**src/rtl/la_iooutput_ctrl.sv**
```systemverilog
// la_iooutput_ctrl: core-side transmit controller for a bidirectional pad cell.
// Takes one bit per valid/ready handshake from the core and drives the pad
// A/OE/PU/PD/SL/drive pins. OE turn-on is followed by an OEDLY-cycle settle,
// every accepted bit is held on pad_a for at least HOLD cycles, and OE stays
// up for TURN cycles after the last hold expires before it is released.
//
// Ports:
//   clk, nreset        clock, asynchronous active-low reset
//   en                 transmit enable (1 = drive the pad)
//   valid, data        core bit offer; transfer on valid & ready at posedge
//   ready              combinational: controller can take a bit this cycle
//   busy               controller is not idle
//   pe, ps             pull enable / pull select (1 = up), applied while idle
//   sl, drv            slew / drive strength, latched while idle
//   pad_a, pad_oe      pad cell data and output enable (registered)
//   pad_pu, pad_pd     pad cell pull-up / pull-down (registered)
//   pad_sl, pad_drv    pad cell slew and PDRV1:PDRV0 (registered)
module la_iooutput_ctrl #(
  parameter int unsigned OEDLY = 2,
  parameter int unsigned HOLD  = 1,
  parameter int unsigned TURN  = 1
) (
  input  logic       clk,
  input  logic       nreset,
  input  logic       en,
  input  logic       valid,
  input  logic       data,
  output logic       ready,
  output logic       busy,
  input  logic       pe,
  input  logic       ps,
  input  logic       sl,
  input  logic [1:0] drv,
  output logic       pad_a,
  output logic       pad_oe,
  output logic       pad_pu,
  output logic       pad_pd,
  output logic       pad_sl,
  output logic [1:0] pad_drv
);

  localparam int unsigned CW = 8;
  localparam logic [CW-1:0] ONE      = CW'(1);
  localparam logic [CW-1:0] OEDLY_C  = CW'(OEDLY);
  localparam logic [CW-1:0] HOLD_C   = CW'(HOLD - 1);
  localparam logic [CW-1:0] TURN_C   = CW'(TURN);

  typedef enum logic [1:0] {
    IDLE   = 2'd0,
    ENABLE = 2'd1,
    ACTIVE = 2'd2,
    DRAIN  = 2'd3
  } state_t;

  state_t          state_q, state_d;
  logic [CW-1:0]   cnt_q, cnt_d;
  logic [CW-1:0]   hold_q, hold_d;
  logic            a_q, a_d;
  logic            oe_q, oe_d;
  logic            pu_q, pu_d;
  logic            pd_q, pd_d;
  logic            sl_q, sl_d;
  logic [1:0]      drv_q, drv_d;
  logic            xfer;

  // Handshake: gated by en so no bit is taken in the cycle en drops.
  assign ready = (state_q == ACTIVE) && (hold_q == '0) && en;
  assign busy  = (state_q != IDLE);
  assign xfer  = valid && ready;

  assign pad_a   = a_q;
  assign pad_oe  = oe_q;
  assign pad_pu  = pu_q;
  assign pad_pd  = pd_q;
  assign pad_sl  = sl_q;
  assign pad_drv = drv_q;

  // State and pad registers; reset drops OE asynchronously.
  always_ff @(posedge clk or negedge nreset) begin
    if (!nreset) begin
      state_q <= IDLE;
      cnt_q   <= '0;
      hold_q  <= '0;
      a_q     <= 1'b0;
      oe_q    <= 1'b0;
      pu_q    <= 1'b0;
      pd_q    <= 1'b1;
      sl_q    <= 1'b0;
      drv_q   <= 2'b00;
    end else begin
      state_q <= state_d;
      cnt_q   <= cnt_d;
      hold_q  <= hold_d;
      a_q     <= a_d;
      oe_q    <= oe_d;
      pu_q    <= pu_d;
      pd_q    <= pd_d;
      sl_q    <= sl_d;
      drv_q   <= drv_d;
    end
  end

  // Next-state and next pad values.
  always_comb begin
    state_d = state_q;
    cnt_d   = cnt_q;
    // Hold counter runs down in every state and saturates at zero.
    hold_d  = (hold_q != '0) ? (hold_q - ONE) : hold_q;
    a_d     = a_q;
    oe_d    = oe_q;
    pu_d    = pu_q;
    pd_d    = pd_q;
    sl_d    = sl_q;
    drv_d   = drv_q;

    unique case (state_q)
      IDLE: begin
        oe_d  = 1'b0;
        pu_d  = pe & ps;
        pd_d  = pe & ~ps;
        sl_d  = sl;
        drv_d = drv;
        if (en) begin
          oe_d = 1'b1;
          pu_d = 1'b0;
          pd_d = 1'b0;
          if (OEDLY_C == '0) begin
            state_d = ACTIVE;
          end else begin
            state_d = ENABLE;
            cnt_d   = OEDLY_C;
          end
        end
      end

      ENABLE: begin
        oe_d = 1'b1;
        if (!en) begin
          state_d = DRAIN;
          cnt_d   = TURN_C;
        end else if (cnt_q <= ONE) begin
          state_d = ACTIVE;
          cnt_d   = '0;
        end else begin
          cnt_d = cnt_q - ONE;
        end
      end

      ACTIVE: begin
        oe_d = 1'b1;
        if (xfer) begin
          a_d    = data;
          hold_d = HOLD_C;
        end
        if (!en) begin
          state_d = DRAIN;
          cnt_d   = TURN_C;
        end
      end

      DRAIN: begin
        oe_d = 1'b1;
        // Turnaround count only starts once the last bit's hold has expired.
        if (hold_q == '0) begin
          if (cnt_q == '0) begin
            state_d = IDLE;
            oe_d    = 1'b0;
          end else begin
            cnt_d = cnt_q - ONE;
          end
        end
      end

      default: state_d = IDLE;
    endcase
  end

endmodule

```
**config.mk**
```make
export PLATFORM = sky130hd
export DESIGN_NAME = la_iooutput_ctrl
export DESIGN_NICKNAME = d
export VERILOG_FILES = /design/src/rtl/la_iooutput_ctrl.sv
export SDC_FILE = /design/constraint.sdc
export NUM_CORES = 1
export LEC_CHECK = 0
export CAP_MARGIN = 20
export CORE_MARGIN = 1
export CORE_UTILIZATION = 48
export CTS_CLUSTER_SIZE = 30
export DETAILED_ROUTE_END_ITERATION = 16
export PLACE_DENSITY = 0.74
export SYNTH_ARGS = -nofsm -noshare
export SYNTH_HDL_FRONTEND = slang
export SYNTH_SLANG_ARGS = --single-unit
```
**constraint.sdc**
```tcl
create_clock -name clk -period 2.2 [get_ports clk]
set_input_delay 0.22 -clock clk [delete_from_list [all_inputs] [get_ports clk]]
set_output_delay 0.22 -clock clk [all_outputs]
set_load 0.02 [all_outputs]
```
### Yosys cells after proc, flatten, opt, wreduce, memory -nomap -nowiden

Cells that the tools add are included.

* register bits after elaboration: 25
* bits of input ports: 10
* logic and storage cells: 59

* $add $sub $neg: 2
* order comparisons: 1
* equality and inequality tests: 9
* muxes and demuxes: 23
* bitwise gates (word level): 3
* reduce and logical (&&, ||, !) cells: 12

Operators with widths (count)
* $mux 8: 9
* $pmux 8 s4: 1
* $logic_not 8->1: 2
* $sub 8x1->8 const B: 2
* $mux 2: 6
* $ne 2x2->1 const B: 5
* $le 8x1->1 const B: 1
* $pmux 2 s4: 1
* $reduce_bool 8->1: 1
* $mux 1: 5
* $reduce_and 5->1: 1
* $eq 2x2->1 const B: 2
* $reduce_and 4->1: 1
* $logic_and 1x1->1: 3
* $ne 3x3->1 const B: 1
* $pmux 1 s3: 1
* $and 1x1->1: 2
* $eq 2x1->1 const B: 1
* $logic_not 2->1: 1
* $reduce_and 2->1: 1
* $reduce_bool 2->1: 1
* $reduce_or 2->1: 1
* $not 1->1: 1

### Longest topological paths before layout

* word-level depth: 6
* gate-level depth with buffers: 9
* depth with buffers taken out: 7

### Least setup slack after synthesis

Ideal clock, no wire load.

* path kind: reg-to-reg
* start point: register hold_q[0]
* end point: register state_q[1]
* setup time: 125 ps
* arrival time: 2074 ps
* data required time: 2075 ps
* path slack: 1 ps
* cell stages (with the launch flop): 8
* path buffers: 0
* period minus slack after synthesis: 2199 ps
* path through: dfrtp_1 inv_1 ha_1 or3b_2 or2_4 o41ai_4 nand3_2 mux2_4

* cells in the longest elaborated chain, start to end: 3

RTL lines
* start: declaration: line 57 `logic [CW-1:0] hold_q, hold_d;`
* start signal: assignment: line 93 `hold_q <= hold_d;`
* $logic_not 8->1: line 164 `if (hold_q == '0) begin`
* $ne 2x2->1 (no source line)
* $reduce_and 5->1 (no source line)
* end signal: assignment: line 91 `state_q <= state_d;`
* end: declaration: line 55 `state_t state_q, state_d;`

Every way passes these cells.
A chain may end at the register's enable or synchronous reset.

### Final worst setup path

* start point: register hold_q[2]
* end point: register state_q[1]

Same word-level chain as after synthesis.

==> summary.md <==
| Metric | Value |
|---|---|
| Status | `complete, no violations` |
| Final routed wire length divided by cell count | `14.4 um` |
| Final period util | `around 93%` |
| Leading cell types in the layout, fill and taps excluded | `24 x sky130_fd_sc_hd__dfrtp_1, 16 x sky130_fd_sc_hd__clkdlybuf4s50_1, 16 x sky130_fd_sc_hd__buf_4` |
| Setup tns final | `0 ns` |
| Wire length of the first global-routing pass | `4.97 mm` |
| Clock transition at the registers of the reported paths | `0.13 ns` |
| Critical path type | `register to register` |
| Number of diodes | `0` |
| Count of port buffers added during placement | `18` |
| Unique cell type count in the Yosys netlist | `42` |
| Depth of the worst register-to-register path | `5` |
| Number of antenna violations at the first check in global routing | `0` |
| Synth area leaders | `sky130_fd_sc_hd__dfrtp_1 43%, sky130_fd_sc_hd__ha_1 7.2%, sky130_fd_sc_hd__a2bb2oi_1 3.1%, sky130_fd_sc_hd__nor2_1 3.0%, sky130_fd_sc_hd__nand2_1 2.7%` |
| DRC Markers | `0` |
| Starting Density | `50.5%` |
| Class of the worst hold path | `input port to asynchronous set/reset pin` |
| Detailed Routing Iterations Pass 1 | `4` |
| Maximum achievable frequency | `0.488 GHz` |
| Ys flop type | `sky130_fd_sc_hd__dfrtp_1` |
| Number of sinks on the clock net | `25` |
| Final hold violations | `0` |
| Final antenna-violating net count | `0` |
| Library cell with the largest summed area after synthesis | `sky130_fd_sc_hd__dfrtp_1` |
| Lkg Pwr | `approximately 0.84 nW` |
| Post-Syn Nets | `154` |
| Post-synthesis cell count | `around 140` |
| Vias per cell | `around 5.7` |
| Type of element capturing the critical path | `register` |
| Synth Warn # | `0` |
| Area share of the leading cell type in the synthesized netlist | `a little over two fifths` |
| GRT Util Overall | `between 20% and 30%` |
| Final Max Tran Viols | `0` |
| H-tree depth reported by CTS | `1` |
| Routed WL | `2.90 mm` |
| Chip width | `55.8 um` |
| # rows | `19` |
| Critical-path maximum fanout | `4` |
| EDFF count, synth | `0` |
| DIE HEIGHT | `about 56 um` |
| IR drop worst, VDD | `1.00 mV` |
| Least-Margin Pin Slew | `0.529 ns` |
| Worst Clk Skew | `0.00368 ns` |
| Total core area | `2760 um2` |
| Root Buffer Master | `sky130_fd_sc_hd__clkbuf_4` |
| Critical Path Source Type | `register` |
| Minimum clock period | `2.05 ns` |
| Mapped cell area | `1390 um2` |
| Final Setup Violations | `0` |
| Required time of the worst setup path | `2.42 ns` |
| Detailed Route Iter0 Violations | `34` |
| Nets@finish | `190` |
| Sum of net half-perimeters after detailed placement | `2.05 mm` |
| Worst skew pair latency | `0.32 ns` |
| Most common library cell in the layout ignoring fill and taps | `sky130_fd_sc_hd__dfrtp_1` |
| Max clock buf depth | `2` |
| Mean area per synthesized cell | `around 10 um2` |
| Asr flop ratio synth | `100%` |
| Max-slew headroom | `64.4%` |
| Max capacitance violation total | `0` |
| Share of layout cells above drive strength 1 | `between 10% and 20%` |
| Setup repair after global routing missed its margin | `no` |
| Pre-CTS setup slack | `0.00982 ns` |
| Total global routing overflow | `0` |
| I/O pins | `19` |
| Clock buffers created by TritonCTS | `3` |
| Pin count of the biggest net entering global routing | `26` |
| Vias in the first global route | `1146` |
| Share of synthesized area occupied by flip-flops and latches | `45.1%` |
| Worst-case setup margin in the final layout | `0.151 ns` |
| Area Growth Syn to Fin | `25.5%` |
| Die Outline Area | `3120 um2` |
| Seq cells post-synth | `25` |
| Total number of vias | `1149` |
| Power per standard cell area | `1290 nW/um2` |
| Arrival time at the worst endpoint | `2.27 ns` |
| Clock tree from TritonCTS | `built` |
| Global placement routability congestion | `0.755` |
-- state kept, by name, summed over array words and instances, names as in the netlist --
signal / count
cnt_q: 8
hold_q: 8
pad_drv: 2
state_q: 2
pad_a: 1
pad_oe: 1
pad_pd: 1
pad_pu: 1
pad_sl: 1
-- layer usage --
layer / share of wire, % / up-vias / wire length (um) / global-route usage [%]
met4: 1.4 / 0 / 41 / 6.97
met5: 0 / - / 0 / 0
li1: - / 567 / - / -
met2: 47 / 32 / 1360 / 33.7
met1: 48 / 545 / 1380 / 26.2
met3: 4.0 / 5 / 117 / 3.26
-- what timing repair did --
item | in CTS | in global routing
hold buffers | 0 | 0
setup endpoints to repair | 3 | 3
pin swaps | 2 | 2
gates cloned | 0 | 0
resized for setup | 5 | 2
setup buffers | 2 | 2
-- cells by family after synthesis --
kind of cell	synth area share [%]
simple gates	19.3
fa+ha+maj	7.19
xor+xnor	1.89
compound gates	19.4
flops	45.1
buf+inv	2.79
mux	4.32
-- worst paths after layout --
kind                               to  slack, ns       from
setup / recovery           state_q[1]       0.15  hold_q[2]
hold / removal               cnt_q[5]       0.24     nreset
setup reg to reg           state_q[1]       0.15  hold_q[2]
hold reg to reg                pad_pd       0.49     pad_pd
max in group asynchronous      pad_pd       1.67     nreset
min in group clk               pad_pd       0.44         pe
-- synth_stat cells (2+ instances only) --
master                       n
sky130_fd_sc_hd__clkbuf_1    2
sky130_fd_sc_hd__nand3_2     2
sky130_fd_sc_hd__mux2_2      3
sky130_fd_sc_hd__nand2_1    10
sky130_fd_sc_hd__inv_1       7
sky130_fd_sc_hd__nor3_1      2
sky130_fd_sc_hd__xnor2_1     2
sky130_fd_sc_hd__dfrtp_1    24
sky130_fd_sc_hd__or4_1       2
sky130_fd_sc_hd__nand2b_1    2
sky130_fd_sc_hd__or3_1       3
sky130_fd_sc_hd__ha_1        8
sky130_fd_sc_hd__o21ai_1     2
sky130_fd_sc_hd__o31ai_1     5
sky130_fd_sc_hd__a21oi_1     5
sky130_fd_sc_hd__nand3_1     7
sky130_fd_sc_hd__nor2_1     11
sky130_fd_sc_hd__o21ai_0     6
sky130_fd_sc_hd__o21bai_1    2
sky130_fd_sc_hd__nor2b_1     3
sky130_fd_sc_hd__o2bb2ai_1   2
sky130_fd_sc_hd__a2bb2oi_1   5
sky130_fd_sc_hd__or2_1       2
-- worst max-delay path: stages (launching register included) --
cell and delay [ns]:
sky130_fd_sc_hd__dfrtp_1 0.44, sky130_fd_sc_hd__or4_4 0.55, sky130_fd_sc_hd__or2_4 0.28, sky130_fd_sc_hd__o41ai_4 0.24
sky130_fd_sc_hd__nand3_2 0.13, sky130_fd_sc_hd__mux2_4 0.31
-- cell type report --
class                   count  area [um2]
inverters                   7        26.3
repair buffers             34         294
clock buffers               4        26.3
multi-input cells         101         734
fillers                   209        1010
well taps                  31        38.8
flip-flops and latches     25         627
-- metrics by stage --
step | instances | power [mW] | area (um2) | utilization (%) | hold WS [ns]
floorplan | 136 | 1.57 | 1390 | - | -0.0756
detailed placement | 194 | 2.00 | 1690 | 61.2 | 0.472
global route | 202 | 2.41 | 1750 | 63.3 | 0.280
global placement | 194 | 1.97 | 1690 | 61.2 | 0.471
CTS | 200 | 2.24 | 1720 | 62.5 | 0.247
finish | 202 | 2.25 | 1750 | 63.3 | 0.244
-- where the power goes --
part	leakage [nW]	switching (mW)	internal [mW]	total (mW)
clock network	0.0150	0.133	0.0709	0.204
registers	0.323	0.125	0.607	0.732
logic	0.499	0.661	0.653	1.31
(Power assumes the default switching activity.)
